File: config.mk
export PLATFORM = sky130hd
export DESIGN_NAME = eigen2x2_mc
export DESIGN_NICKNAME = d
export VERILOG_FILES = /design/src/rtl/eigen2x2_pkg.sv /design/src/rtl/eigen2x2_mc_sqrt_iter.sv /design/src/rtl/eigen2x2_mc.sv
export SDC_FILE = /design/constraint.sdc
export NUM_CORES = 2
export LEC_CHECK = 0
export BUFFER_PORTS_ARGS = -buffer_cell sky130_fd_sc_hd__buf_2
export CAP_MARGIN = 20
export CORE_MARGIN = 3
export CORE_UTILIZATION = 40
export CTS_BUF_LIST = sky130_fd_sc_hd__clkbuf_8
export DETAILED_ROUTE_END_ITERATION = 16
export PLACE_DENSITY = 0.55
export SYNTH_ARGS = -nofsm -noshare
export SYNTH_HDL_FRONTEND = slang
export SYNTH_SLANG_ARGS = --single-unit
File: constraint.sdc
create_clock -name clk -period 26.5 [get_ports clk]
set_input_delay 5.3 -clock clk [delete_from_list [all_inputs] [get_ports clk]]
set_output_delay 5.3 -clock clk [all_outputs]
set_load 0.01 [all_outputs]
File: src/rtl/eigen2x2_pkg.sv
// Shared types and helpers for the eigen2x2_mc solver.
// EIGEN2X2_SAT_EN selects saturating output conversion; wrap otherwise.
package eigen2x2_pkg;

  typedef enum logic [2:0] {IDLE, PREP, SQRT, POST, OUT} state_t;

  function automatic int h_w(input int din_w);
    return din_w + 1;
  endfunction

  function automatic int root_w(input int din_w);
    return din_w + 2;
  endfunction

  function automatic int q_w(input int din_w);
    return 2 * (din_w + 2);
  endfunction

  // Positive sh drops fractional bits (floor), negative sh adds them.
  function automatic logic signed [63:0] align_pt(input logic signed [63:0] v, input int sh);
    return (sh >= 0) ? (v >>> sh) : (v <<< (-sh));
  endfunction

  function automatic logic signed [63:0] sat_hi(input int dw);
    return (64'sd1 <<< (dw - 1)) - 64'sd1;
  endfunction

  function automatic logic signed [63:0] sat_lo(input int dw);
    return -(64'sd1 <<< (dw - 1));
  endfunction

  function automatic logic signed [63:0] cvt_val(input logic signed [63:0] v, input int sh,
                                                 input int dw);
    logic signed [63:0] s;
    s = align_pt(v, sh);
`ifdef EIGEN2X2_SAT_EN
    if (s > sat_hi(dw)) s = sat_hi(dw);
    else if (s < sat_lo(dw)) s = sat_lo(dw);
`else
    s = (s <<< (64 - dw)) >>> (64 - dw);
`endif
    return s;
  endfunction

  function automatic logic cvt_ovf(input logic signed [63:0] v, input int sh, input int dw);
    logic signed [63:0] s;
    s = align_pt(v, sh);
    return (s > sat_hi(dw)) || (s < sat_lo(dw));
  endfunction

endpackage

File: src/rtl/eigen2x2_mc_sqrt_iter.sv
// Restoring bit-serial square root: one root bit per cycle, ROOT_W cycles.
// The start cycle already performs the first iteration straight from rad.
module sqrt_iter import eigen2x2_pkg::*; #(
  parameter int ROOT_W = 18
) (
  input  logic                  clk,
  input  logic                  rst,
  input  logic                  start,
  input  logic [2*ROOT_W-1:0]   rad,
  output logic                  busy,
  output logic                  done,
  output logic [ROOT_W-1:0]     root
);
  localparam int CW = $clog2(ROOT_W + 1);

  logic [2*ROOT_W-1:0] rad_sh, src_rad;
  logic [ROOT_W-1:0]   rem, src_rem, src_rt, nxt_rt;
  logic [ROOT_W+1:0]   rem_sh, trial;
  logic                ge;
  logic [CW-1:0]       cnt;

  always_comb begin
    src_rad = start ? rad : rad_sh;
    src_rem = start ? '0 : rem;
    src_rt  = start ? '0 : root;
    rem_sh  = {src_rem, src_rad[2*ROOT_W-1 -: 2]};
    trial   = {src_rt, 2'b01};
    ge      = rem_sh >= trial;
    nxt_rt  = {src_rt[ROOT_W-2:0], ge};
  end

  // Partial remainder never exceeds ROOT_W bits before a step; the
  // final remainder is discarded, so truncation is safe.
  always_ff @(posedge clk) begin
    if (rst) begin
      busy   <= 1'b0;
      done   <= 1'b0;
      cnt    <= '0;
      rem    <= '0;
      root   <= '0;
      rad_sh <= '0;
    end else begin
      done <= 1'b0;
      if (start || busy) begin
        rad_sh <= {src_rad[2*ROOT_W-3:0], 2'b00};
        rem    <= ROOT_W'(ge ? rem_sh - trial : rem_sh);
        root   <= nxt_rt;
      end
      if (start) begin
        busy <= 1'b1;
        cnt  <= CW'(1);
      end else if (busy) begin
        cnt <= cnt + CW'(1);
        if (cnt == CW'(ROOT_W - 1)) begin
          busy <= 1'b0;
          done <= 1'b1;
        end
      end
    end
  end

endmodule

File: src/rtl/eigen2x2_mc.sv
// Handshaked multi-channel 2x2 symmetric eigen solver with iterative sqrt.
// EIGEN2X2_SAT_EN: saturate outputs and flag dout_ovf; otherwise wrap.
module eigen2x2_mc import eigen2x2_pkg::*; #(
  parameter int DIN_WIDTH  = 16,
  parameter int DIN_POINT  = 15,
  parameter int DOUT_WIDTH = 16,
  parameter int DOUT_POINT = 13,
  parameter int CH_WIDTH   = 4
) (
  input  logic                  clk,
  input  logic                  rst,
  input  logic                  din_valid,
  output logic                  din_ready,
  input  logic [CH_WIDTH-1:0]   din_ch,
  input  logic [DIN_WIDTH-1:0]  r11,
  input  logic [DIN_WIDTH-1:0]  r22,
  input  logic [DIN_WIDTH-1:0]  r12,
  output logic                  dout_valid,
  input  logic                  dout_ready,
  output logic [CH_WIDTH-1:0]   dout_ch,
  output logic [DOUT_WIDTH-1:0] lamb1,
  output logic [DOUT_WIDTH-1:0] lamb2,
  output logic [DOUT_WIDTH-1:0] eigen_x,
  output logic [DOUT_WIDTH-1:0] eigen1_y,
  output logic [DOUT_WIDTH-1:0] eigen2_y,
  output logic                  dout_ovf
);
  localparam int H_W    = h_w(DIN_WIDTH);
  localparam int ROOT_W = root_w(DIN_WIDTH);
  localparam int Q_W    = q_w(DIN_WIDTH);
  localparam int FW     = DIN_WIDTH + 4;
  localparam int SH     = DIN_POINT + 1 - DOUT_POINT;

  state_t                       state;
  logic [CH_WIDTH-1:0]          ch_q;
  logic [DIN_WIDTH-1:0]         r11_q, r22_q;
  logic signed [DIN_WIDTH-1:0]  r12_q;
  logic [H_W-1:0]               h_q, h_nxt;
  logic [Q_W-1:0]               q_q, q_nxt;
  logic signed [H_W-1:0]        d;
  logic signed [2*H_W-1:0]      d_sq;
  logic signed [2*DIN_WIDTH-1:0] r12_sq;
  logic                         sq_start, sq_busy, sq_done;
  logic [ROOT_W-1:0]            sq_root;
  logic signed [FW-1:0]         h_f, root_f, r11_f, x_f, l1_f, l2_f, y1_f, y2_f;

  assign din_ready = (state == IDLE) && !rst;
  assign sq_start  = (state == SQRT) && !sq_busy && !sq_done;

  // h and d carry one extra fractional bit so the halving is exact.
  always_comb begin
    h_nxt  = {1'b0, r11_q} + {1'b0, r22_q};
    d      = signed'({1'b0, r11_q}) - signed'({1'b0, r22_q});
    d_sq   = (2*H_W)'(d) * (2*H_W)'(d);
    r12_sq = (2*DIN_WIDTH)'(r12_q) * (2*DIN_WIDTH)'(r12_q);
    q_nxt  = Q_W'(unsigned'(d_sq)) + (Q_W'(unsigned'(r12_sq)) << 2);
  end

  always_comb begin
    h_f    = signed'(FW'(h_q));
    root_f = signed'(FW'(sq_root));
    r11_f  = signed'(FW'({r11_q, 1'b0}));
    x_f    = signed'(FW'(r12_q)) <<< 1;
    l1_f   = h_f + root_f;
    l2_f   = h_f - root_f;
    y1_f   = l1_f - r11_f;
    y2_f   = l2_f - r11_f;
  end

  sqrt_iter #(.ROOT_W(ROOT_W)) u_sqrt (
    .clk   (clk),
    .rst   (rst),
    .start (sq_start),
    .rad   (q_q),
    .busy  (sq_busy),
    .done  (sq_done),
    .root  (sq_root)
  );

  always_ff @(posedge clk) begin
    if (rst) begin
      state      <= IDLE;
      ch_q       <= '0;
      r11_q      <= '0;
      r22_q      <= '0;
      r12_q      <= '0;
      h_q        <= '0;
      q_q        <= '0;
      dout_valid <= 1'b0;
      dout_ch    <= '0;
      lamb1      <= '0;
      lamb2      <= '0;
      eigen_x    <= '0;
      eigen1_y   <= '0;
      eigen2_y   <= '0;
      dout_ovf   <= 1'b0;
    end else begin
      case (state)
        IDLE: if (din_valid) begin
          ch_q  <= din_ch;
          r11_q <= r11;
          r22_q <= r22;
          r12_q <= r12;
          state <= PREP;
        end
        PREP: begin
          h_q   <= h_nxt;
          q_q   <= q_nxt;
          state <= SQRT;
        end
        SQRT: if (sq_done) state <= POST;
        POST: begin
          lamb1    <= DOUT_WIDTH'(cvt_val(64'(l1_f), SH, DOUT_WIDTH));
          lamb2    <= DOUT_WIDTH'(cvt_val(64'(l2_f), SH, DOUT_WIDTH));
          eigen_x  <= DOUT_WIDTH'(cvt_val(64'(x_f), SH, DOUT_WIDTH));
          eigen1_y <= DOUT_WIDTH'(cvt_val(64'(y1_f), SH, DOUT_WIDTH));
          eigen2_y <= DOUT_WIDTH'(cvt_val(64'(y2_f), SH, DOUT_WIDTH));
`ifdef EIGEN2X2_SAT_EN
          dout_ovf <= cvt_ovf(64'(l1_f), SH, DOUT_WIDTH) | cvt_ovf(64'(l2_f), SH, DOUT_WIDTH) |
                      cvt_ovf(64'(x_f), SH, DOUT_WIDTH)  | cvt_ovf(64'(y1_f), SH, DOUT_WIDTH) |
                      cvt_ovf(64'(y2_f), SH, DOUT_WIDTH);
`else
          dout_ovf <= 1'b0;
`endif
          dout_ch    <= ch_q;
          dout_valid <= 1'b1;
          state      <= OUT;
        end
        OUT: if (dout_ready) begin
          dout_valid <= 1'b0;
          state      <= IDLE;
        end
        default: state <= IDLE;
      endcase
    end
  end

endmodule

==> impl_metrics.toml <==
[sta]
fin_crit_sh_pct = 43.40
fmax_mhz = 86.94
worst_slew_pin_slew_ns = 1.046
finalSetupTns_ns = 0
maxSlewHeadroom_pct = 30.25
hold_viol = 0
final_max_slew_viol_count = 0
finClkSkew_ns = 0.05316
setup_viol = 0
fin_crit_ns = 11.50
rsz0062_at_grt = "false"

[synth]
ys_ff_latch = 264
yosys_warnings = 0
yosysTopAreaCell = "fa_1"
synth_ff_type = "dfxtp_1"
synth_cells = 4120
synth_edf_count = 0
yosysTopAreaCellShare_pct = 29.81
ys_seq_area_share_pct = 15.34
synth.area.top_cells = "fa_1 (30%), dfxtp_1 (15%), ha_1 (12%)"
avgSynthCellArea_sq_um = 8.363
ys_async_sr_fraction_pct = 0
yosysUniqueCellTypes = 76
netlist_area_sq_um = 34460
syn-num-nets = 5008

[routing]
antenna_left = 0
drcViolationCount = 0
avgViaCountPerCell = 4.993
drt_iter0_drc = 1243
dr.pass1.iters = 5
wire_per_inst_microns = 16.78
wl_microns = 90100
num_vias = 26802

[worst_setup_path]
crit_path_max_fanout = 94
cp.arrival_ns = 6.20
worstPathRequired_ns = 21.20
end_kind = "output pin"
cp-start-kind = "input port"
max_stage_delay_ns = 0.34
crit_family = "buffers and inverters"
slowest_stage = "clkbuf_8"
crit_type = "in -> out"
crit_buf_inv = 2
cp_cell_sequence = "clkbuf_8 > nor4_1 > buf_2"

[clock_tree]
clk-insertion-delay-late_ns = 0.67
cts.sinks = 264
cts_tree = "done"
cts_resized = 0
cts_made_buffers = 50
path_clk_slew_ns = 0.06
cts-root-buf = "clkbuf_8"
cts_htree_levels = 2
clock_path_buffers = 3
cts_setup_buffers = 0
cts_hold_buffers = 0

[global_routing]
grt-ovfl-total = 0
grt_max_degree = 95
antenna_found_initial = 2
grt_usage_pct = 20.49
grt_pass1_wl_microns = 147300
grt_pass1_vias = 27398

[die]
core-area_sq_um = 85280
die_h_microns = 299.5
start_util_pct = 40.40
std_cell_rows = 107
die-area_sq_um = 89700
die_w_microns = 299.5
pin_count = 143

[layout]
layout.nets = 5071
drive_gt1_share_pct = 6.940
area_growth_pct = 8.381
multiInputGateArea_sq_um = 25730
seqCellArea_sq_um = 5286
n_fill_cell = 8716

[placed_design]
port_buffers = 141
dpl.hpwl_microns = 72330
place.gp.congestion = 0.9004

[run_status]
outcome = "complete, no violations"

[worst_hold_path]
min_path_type = "reg -> reg"

[flow_run]
maxCapViolations = 0
[state kept, by name, indices dropped and copies added (netlist names), 16 cells and up]
name	flops
r12_q	16
eigen2_y	16
u_sqrt.rem	18
lamb2	16
h_q	17
r22_q	16
eigen1_y	16
q_q	33
u_sqrt.rad_sh	33
r11_q	16
lamb1	16
u_sqrt.root	18
[cell usage after synthesis (all sizes together) (19+ instances only)]
cell type	instances
xnor2	150
o21bai	29
and2	71
o21ai	71
o21a	23
nand2	598
and3	19
fa	513
nand2b	26
a211oi	52
a21o	58
nor3	51
or3	22
nor2b	23
ha	319
nor2	279
dfxtp	264
a31oi	21
inv	752
nand3	30
a21oi	350
clkbuf	152
xor2	47
[worst paths after layout]
check / endpoint / start / slack (ns) / depth (start not counted)
max: din_ready / rst / 15.00 / 3
min: eigen2_y[12] / eigen2_y[12] / 0.45 / 2
max reg2reg: q_q[33] / r11_q[0] / 15.49 / 44
min reg2reg: eigen2_y[12] / eigen2_y[12] / 0.45 / 2
[layer usage]
metal	share of wire [%]	wire [microns]	global-route usage, %
met1	43	38380	26.22
met2	51	45650	36.81
met3	4.2	3754	2.187
met4	2.6	2303	5.336
met5	0.014	13	0
[layout by cell type, fill, tap and decap left out, types with 51 or more instances in the layout]
| master | n |
|---|---|
| a21oi_1 | 349 |
| buf_2 | 140 |
| and2_1 | 71 |
| nand2_1 | 598 |
| clkbuf_8 | 62 |
| dfxtp_1 | 263 |
| o21ai_0 | 70 |
| inv_1 | 762 |
| nor2_1 | 277 |
| xnor2_1 | 150 |
| ha_1 | 319 |
| nor3_1 | 51 |
| fa_1 | 513 |
| a211oi_1 | 52 |
| a21o_1 | 58 |
[worst min-delay path, cell delays in order, from the launching register on]
cell and delay [ns]:
dfxtp_1 0.30, nand2_1 0.05, a21oi_1 0.05
[final cells by class]
cell class	instances	share of cell area [%]
Timing Repair Buffer	177	2.700
Inverter	754	7.579
Antenna cell	2	0.01340
Sequential cell	264	14.16
Clock buffer	61	2.248
Tap cell	1144	3.833
Clock inverter	30	0.5796
Multi-Input combinational cell	2936	68.89
[cell families after synthesis]
group,Yosys count,share of synthesized area (%)
other,1,0.01088
flip-flops,264,15.34
XOR/XNOR,197,5.007
AO/OA/AOI/OAI,717,12.91
multiplexers,12,0.3595
AND/OR/NAND/NOR,1177,14.92
adder cells (fa/ha/maj),832,41.39
buffers and inverters,920,10.06
[through the flow]
stage | instances | cell area, sq um | worst slack (ns) | hold slack, ns | utilization [%]
final | 5368 | 37340 | 15.00 | 0.4471 | 43.79
after CTS | 5363 | 37290 | 15.00 | 0.4498 | 43.73
after global placement | 5272 | 36240 | 14.97 | 0.4366 | 42.49
after global routing | 5367 | 37340 | 14.65 | 0.4664 | 43.79
after detailed placement | 5272 | 36240 | 15.00 | 0.4414 | 42.49
after floorplan | 4120 | 34460 | 15.16 | 0.4321 | -
Power is not shown: default switching activity piles up to over one toggle a cycle in this logic, so the estimate is an artifact.
